`config.mk`:
```
export PLATFORM = sky130hd
export DESIGN_NAME = cym_meas_ctrl
export DESIGN_NICKNAME = d
export VERILOG_FILES = /design/src/rtl/cym_pkg.sv /design/src/rtl/cym_tgl_sync.sv /design/src/rtl/cym_meas_ctrl.sv
export SDC_FILE = /design/constraint.sdc
export NUM_CORES = 1
export LEC_CHECK = 0
export CAP_MARGIN = 20
export CORE_ASPECT_RATIO = 1.5
export CORE_UTILIZATION = 55
export CTS_BUF_LIST = sky130_fd_sc_hd__clkbuf_16
export CTS_CLUSTER_SIZE = 12
export DETAILED_ROUTE_END_ITERATION = 10
export PLACE_DENSITY = 0.86
export SLEW_MARGIN = 20
export SYNTH_ARGS = -nofsm -noshare
export SYNTH_HDL_FRONTEND = slang
export SYNTH_HIERARCHICAL = 1
export SYNTH_SLANG_ARGS = --single-unit
```
`constraint.sdc`:
```
create_clock -name clk_fx -period 3.7 [get_ports clk_fx]
set_input_delay 0.555 -clock clk_fx [delete_from_list [all_inputs] [get_ports clk_fx]]
set_output_delay 0.555 -clock clk_fx [all_outputs]
set_load 0.02 [all_outputs]
```
`src/rtl/cym_pkg.sv`:
```
// Shared definitions for the cymometer clk_fx-domain blocks.
//   - CYM_CNT_W   : default width of gate length and fx count
//   - cym_state_e : measurement sequencer state encoding
package cym_pkg;

  localparam int unsigned CYM_CNT_W = 32;

  typedef enum logic [2:0] {
    ST_IDLE    = 3'd0,
    ST_GATE    = 3'd1,
    ST_WAIT_FS = 3'd2,
    ST_REPORT  = 3'd3,
    ST_GAP     = 3'd4
  } cym_state_e;

endpackage

```
`src/rtl/cym_tgl_sync.sv`:
```
// Toggle synchronizer: brings a toggle from another clock domain into clk,
// and emits a one-cycle pulse for every level change seen.
//   clk     in  : destination clock
//   rst_n   in  : asynchronous active-low reset
//   tgl_in  in  : asynchronous toggle input
//   edge_p  out : high for one clk cycle per detected toggle
module cym_tgl_sync (
  input  logic clk,
  input  logic rst_n,
  input  logic tgl_in,
  output logic edge_p
);

  logic sync1_q, sync1_d;
  logic sync2_q, sync2_d;
  logic hist_q,  hist_d;

  // Next values of the synchronizer chain and history flop.
  always_comb begin
    sync1_d = tgl_in;
    sync2_d = sync1_q;
    // History always follows the synchronized level, so edges seen while
    // nobody is listening are consumed rather than held pending.
    hist_d  = sync2_q;
  end

  // Synchronizer and history registers.
  always_ff @(posedge clk or negedge rst_n) begin
    if (!rst_n) begin
      sync1_q <= 1'b0;
      sync2_q <= 1'b0;
      hist_q  <= 1'b0;
    end else begin
      sync1_q <= sync1_d;
      sync2_q <= sync2_d;
      hist_q  <= hist_d;
    end
  end

  assign edge_p = sync2_q ^ hist_q;

endmodule

```
`src/rtl/cym_meas_ctrl.sv`:
```
// clk_fx-domain measurement sequencer for the equal-precision cymometer.
// Runs one soft-gate window of gate_len clk_fx cycles, waits for the fs
// domain to report its count latched, then offers the fx count on a
// valid/ready handshake. Supports continuous mode, abort and timeout.
//   clk_fx, rst_n          : clock / async active-low reset
//   start, cont_mode       : run request / auto-restart after the gap
//   abort                  : kill the current run (no result)
//   gate_len               : gate length, latched at run start (0 -> 1)
//   fs_done_tgl            : fs-domain "count latched" toggle
//   gate, busy             : soft gate / sequencer not idle
//   fx_cnt, res_valid,
//   res_err, res_ready     : result handshake (res_err = timeout)
module cym_meas_ctrl
  import cym_pkg::*;
#(
  parameter int unsigned CNT_W   = CYM_CNT_W,
  parameter int unsigned GAP_CYC = 8,
  parameter int unsigned TMO_CYC = 1024
) (
  input  logic             clk_fx,
  input  logic             rst_n,
  input  logic             start,
  input  logic             cont_mode,
  input  logic             abort,
  input  logic [CNT_W-1:0] gate_len,
  input  logic             fs_done_tgl,
  output logic             gate,
  output logic             busy,
  output logic [CNT_W-1:0] fx_cnt,
  output logic             res_valid,
  output logic             res_err,
  input  logic             res_ready
);

  localparam int unsigned TMR_MAX = (TMO_CYC > GAP_CYC) ? TMO_CYC : GAP_CYC;
  localparam int unsigned TMR_W   = $clog2(TMR_MAX + 1);
  localparam logic [TMR_W-1:0] TMR_ONE = TMR_W'(1);
  localparam logic [TMR_W-1:0] TMR_GAP = TMR_W'(GAP_CYC);
  localparam logic [TMR_W-1:0] TMR_TMO = TMR_W'(TMO_CYC);
  localparam logic [CNT_W-1:0] CNT_ZERO = {CNT_W{1'b0}};
  localparam logic [CNT_W-1:0] CNT_ONE  = CNT_W'(1);
  localparam logic [CNT_W-1:0] CNT_MAX  = {CNT_W{1'b1}};

  // Saturating increment: the fx count never wraps.
  function automatic logic [CNT_W-1:0] sat_inc(input logic [CNT_W-1:0] v);
    if (v == CNT_MAX) begin
      return v;
    end else begin
      return v + CNT_ONE;
    end
  endfunction

  cym_state_e       state_q, state_d;
  logic [CNT_W-1:0] len_q, len_d;
  logic [TMR_W-1:0] tmr_q, tmr_d;       // shared timeout / gap down-counter
  logic             gate_q, gate_d;
  logic             busy_q, busy_d;
  logic             res_valid_q, res_valid_d;
  logic             res_err_q, res_err_d;
  logic [CNT_W-1:0] fx_cnt_q, fx_cnt_d;
  logic             fs_edge_s;
  logic [CNT_W-1:0] len_load_s;
  logic [CNT_W-1:0] fx_inc_s;

  cym_tgl_sync u_tgl_sync (
    .clk    (clk_fx),
    .rst_n  (rst_n),
    .tgl_in (fs_done_tgl),
    .edge_p (fs_edge_s)
  );

  // A zero-length request still produces a one-cycle gate.
  assign len_load_s = (gate_len == CNT_ZERO) ? CNT_ONE : gate_len;
  assign fx_inc_s   = sat_inc(fx_cnt_q);

  // State register and all datapath flops.
  always_ff @(posedge clk_fx or negedge rst_n) begin
    if (!rst_n) begin
      state_q     <= ST_IDLE;
      len_q       <= CNT_ZERO;
      tmr_q       <= {TMR_W{1'b0}};
      gate_q      <= 1'b0;
      busy_q      <= 1'b0;
      res_valid_q <= 1'b0;
      res_err_q   <= 1'b0;
      fx_cnt_q    <= CNT_ZERO;
    end else begin
      state_q     <= state_d;
      len_q       <= len_d;
      tmr_q       <= tmr_d;
      gate_q      <= gate_d;
      busy_q      <= busy_d;
      res_valid_q <= res_valid_d;
      res_err_q   <= res_err_d;
      fx_cnt_q    <= fx_cnt_d;
    end
  end

  // Next-state logic, run-length latch and shared down-counter.
  always_comb begin
    state_d = state_q;
    len_d   = len_q;
    tmr_d   = tmr_q;
    case (state_q)
      ST_IDLE: begin
        if (start) begin
          state_d = ST_GATE;
          len_d   = len_load_s;
        end else begin
          state_d = ST_IDLE;
        end
      end
      ST_GATE: begin
        if (abort) begin
          state_d = ST_GAP;
          tmr_d   = TMR_GAP;
        end else if (fx_inc_s == len_q) begin
          // This edge completes the L-th gate cycle.
          state_d = ST_WAIT_FS;
          tmr_d   = TMR_TMO;
        end else begin
          state_d = ST_GATE;
        end
      end
      ST_WAIT_FS: begin
        if (abort) begin
          state_d = ST_GAP;
          tmr_d   = TMR_GAP;
        end else if (fs_edge_s) begin
          state_d = ST_REPORT;
        end else if (tmr_q == TMR_ONE) begin
          state_d = ST_REPORT;
        end else begin
          tmr_d   = tmr_q - TMR_ONE;
        end
      end
      ST_REPORT: begin
        if (abort) begin
          state_d = ST_GAP;
          tmr_d   = TMR_GAP;
        end else if (res_valid_q && res_ready) begin
          state_d = ST_GAP;
          tmr_d   = TMR_GAP;
        end else begin
          state_d = ST_REPORT;
        end
      end
      ST_GAP: begin
        if (tmr_q == TMR_ONE) begin
          if (cont_mode) begin
            state_d = ST_GATE;
            len_d   = len_load_s;
          end else begin
            state_d = ST_IDLE;
          end
        end else begin
          tmr_d   = tmr_q - TMR_ONE;
        end
      end
      default: begin
        state_d = ST_IDLE;
      end
    endcase
  end

  // Registered outputs, derived from the state being entered.
  always_comb begin
    gate_d      = (state_d == ST_GATE);
    busy_d      = (state_d != ST_IDLE);
    res_valid_d = (state_d == ST_REPORT);
    fx_cnt_d    = fx_cnt_q;
    res_err_d   = res_err_q;
    if ((state_d == ST_GATE) && (state_q != ST_GATE)) begin
      fx_cnt_d  = CNT_ZERO;
      res_err_d = 1'b0;
    end else if (state_q == ST_GATE) begin
      fx_cnt_d  = fx_inc_s;
    end else if ((state_q == ST_WAIT_FS) && (state_d == ST_REPORT)) begin
      // An fs edge in the timeout cycle still counts as a good result.
      res_err_d = ~fs_edge_s;
    end else begin
      fx_cnt_d  = fx_cnt_q;
    end
  end

  assign gate      = gate_q;
  assign busy      = busy_q;
  assign res_valid = res_valid_q;
  assign res_err   = res_err_q;
  assign fx_cnt    = fx_cnt_q;

endmodule

```
==> run metrics <==
Hold Path Class input port to asynchronous set/reset pin; sequential power share 0.329; Clock Power Share 0.202; fraction of registers with async set/reset 1.00; slew margin rel. 0.412; Max Cap Viol 0; Final TNS setup 0 ps; Clock Tree Buf Depth 2; total number of vias 5349; Mapped Nets 635; Post-synth EDFFs 0; top-area cell type share of the netlist area 0.402; Clock Pin Slew Worst Setup and Hold Paths 60 ps; CP required 3930 ps; Clock Sinks 85; RSZ-0062 raised after global routing no; CTS tree yes; Initial Util 0.568; Yosys warnings 6; GRT Total Usage 0.338; post-route clock skew 6.22 ps; WP data arrival 3790 ps; Setup Viol. Count Final 0; type of origin of the critical path register; sw frac 0.407; Synth Flop Type dfrtp_1; initial antenna violation count 0; Post-Synthesis Cells 593; die height 122 um; min Tclk post-route 3560 ps; worst-margin pin slew 878 ps; Rows 43; first-pass GRT wire length 25400 um; DIE AREA 10000 um^2; n_diodes 0; vias per inst 6.71; Nets 722; Switch Pwr 1.88 mW; Placed Area 6300 um^2; flops & latches, synth 85; DR WL/cell 20.4 um; CORE AREA 9310 um^2; fraction of layout instances using a drive strength above 1 0.112; IO Count 75; synthesized area 5290 um^2; DRT iter0 DRCs 508; total power 4.61 mW; Pint 2.74 mW; ANT nets after route 0; Remaining Overflow, GRT 0; hold_buf cts 0; area added between synthesis and finish 25.7%; Synth area leader dfrtp_1; Cell Pwr Density 694 nW/um^2; Setup Crit Path Kind register to register; First-pass DRT Iterations 7; Tcrit/Tclk final 0.962; final hold violations 0; CP endpoint kind register; Distinct cells, synth 67; Residual DRC 0; status finished, final reports clean; P_leak 2.73 nW; Avg Synthesized Cell Area 8.92 um^2; Port Buf Inserts 74; Routability Congestion 1.02; Root Driver clkbuf_16; Critical Path Fanout Max 8; largest net degree at the start of global routing 86; Logic pwr share 0.469; routed wire length 16300 um; Slew Viols, Final 0; post-route cell area 6650 um^2; Seq/Total Area, Yosys 0.402; HPWL after DPL 11900 um; TritonCTS Buffers 9; Horiz. Die Dim 82.1 um; worst skew pair latency 340 ps; vias in the first global route 5151; FMAX 0.281 GHz; peak supply drop 477 uV; H-tree depth 3; top cells by area, synth dfrtp_1, a22o_1, xnor2_1, o21ai_0, nor2_1
-- cells in the final DEF, fill, tap and decap left out, types with 6 or more instances in the layout --
cell type	Yosys	routed
a21oi_1	32	32
a22o_1	37	37
a31oi_1	17	17
and3_1	14	14
and4_1	7	7
buf_4	1	42
clkbuf_16	0	9
clkdlybuf4s50_1	0	73
dfrtp_1	85	85
inv_1	8	11
nand2_1	38	38
nand3_1	24	24
nand4_1	18	18
nor2_1	53	52
nor3_1	13	13
nor4_1	18	17
o21ai_0	40	40
o22ai_1	6	6
o31ai_1	10	10
xnor2_1	30	30
xor2_1	18	18
-- per-layer routing --
metal,part of all wire,vias up,wire (um),global-route usage
met5,0,-,0,0
met4,0.058,0,942,0.204
met3,0.065,78,1050,0.0584
met2,0.50,290,8060,0.554
met1,0.38,2559,6190,0.406
li1,-,2422,-,-
-- registers in the layout, summed over array words and instances (netlist names) --
register / flops
fx_cnt: 32
len_q: 32
tmr_q: 11
state_q: 3
busy: 1
gate: 1
res_err: 1
res_valid: 1
u_tgl_sync/hist_d: 1
u_tgl_sync/hist_q: 1
u_tgl_sync/sync1_q: 1
-- power groups by stage --
stage                     Clock (mW)  Combinational [mW]  Sequential [mW]
after floorplan                    0                1.42             1.49
after global placement             0                2.00             1.51
after detailed placement           0                2.07             1.52
after CTS                      0.947                2.09             1.51
after global routing           0.980                2.33             1.55
final                          0.931                2.16             1.52
-- per-stage QoR --
step	cells	hold WS, ps	worst slack [ps]	utilization
6_report	797	262	141	0.714
5_1_grt	797	341	10.5	0.714
3_5_place_dp	779	337	36.4	0.677
4_1_cts	795	351	19.2	0.710
2_1_floorplan	593	259	279	-
3_3_place_gp	779	340	213	0.677
-- cells by family (layout without fill, tap and decap cells) --
group | count (synthesis) | after routing | share of synthesized area
multiplexers | 4 | 4 | 0.00805
buffers and inverters | 49 | 140 | 0.0393
AND/OR/NAND/NOR | 219 | 219 | 0.223
flip-flops | 85 | 85 | 0.402
adder cells (fa/ha/maj) | 3 | 3 | 0.00710
AO/OA/AOI/OAI | 185 | 186 | 0.241
XOR/XNOR | 48 | 48 | 0.0795
-- layout make-up --
type	count	area [um^2]
Timing Repair Buffer	116	1060
Tap cell	112	140
Clock inverter	7	83.8
Clock buffer	9	225
Sequential cell	85	2130
Inverter	8	30.0
Fill cell	717	2660
Multi-Input combinational cell	460	2990
-- worst paths after layout --
| check | startpoint | to | slack, ps | cells past startpoint |
|---|---|---|---|---|
| max | fx_cnt[10] | tmr_q[2] | 140 | 11 |
| min reg2reg | u_tgl_sync/sync1_q | u_tgl_sync/hist_d | 350 | 0 |
| max in group asynchronous | rst_n | fx_cnt[18] | 2900 | 1 |
| max reg2reg | fx_cnt[10] | tmr_q[2] | 140 | 11 |
| min | rst_n | tmr_q[8] | 260 | 1 |
| min in group clk_fx | u_tgl_sync/sync1_q | u_tgl_sync/hist_d | 350 | 0 |
-- Yosys cell counts, types with 2 or more instances --
cell       count
mux2_2         2
xnor2_1       30
o22ai_1        6
and4_1         7
and3_1        14
o31a_1         2
and2_1         5
nand2b_1       5
dfrtp_1       85
nor4_1        18
nand2_1       38
nor4_2         2
a22oi_1        2
a21o_1         3
or3_1          3
a2111oi_2      2
nor2b_1        5
a31o_2         2
o21ai_1        5
nand3_1       24
o2bb2ai_1      3
o41ai_1        3
ha_1           3
a211oi_1       2
inv_1          8
nand4_1       18
nor2_1        53
a31oi_1       17
nor3_1        13
mux2i_1        2
buf_2         15
nor4b_1        2
a22o_1        37
a311oi_1       2
clkbuf_1      23
or2_2          3
o21a_1         3
o21ai_0       40
a21oi_1       32
xor2_1        18
o31ai_1       10
-- worst max-delay path: stages, from the launching register on --
cell	delay (ps)
dfrtp_1	400
buf_4	190
and4_1	250
and4_1	310
nand4_1	240
a2111oi_0	490
o22ai_1	200
nor4_2	400
a41oi_2	280
o21ai_2	370
o21ai_1	120
a21o_1	190
-- what timing repair did --
item,CTS,global route
resized for setup,0,3
buffers inserted,0,1
setup endpoints to repair,0,11
No activity file was read; power rests on OpenSTA's default activity.
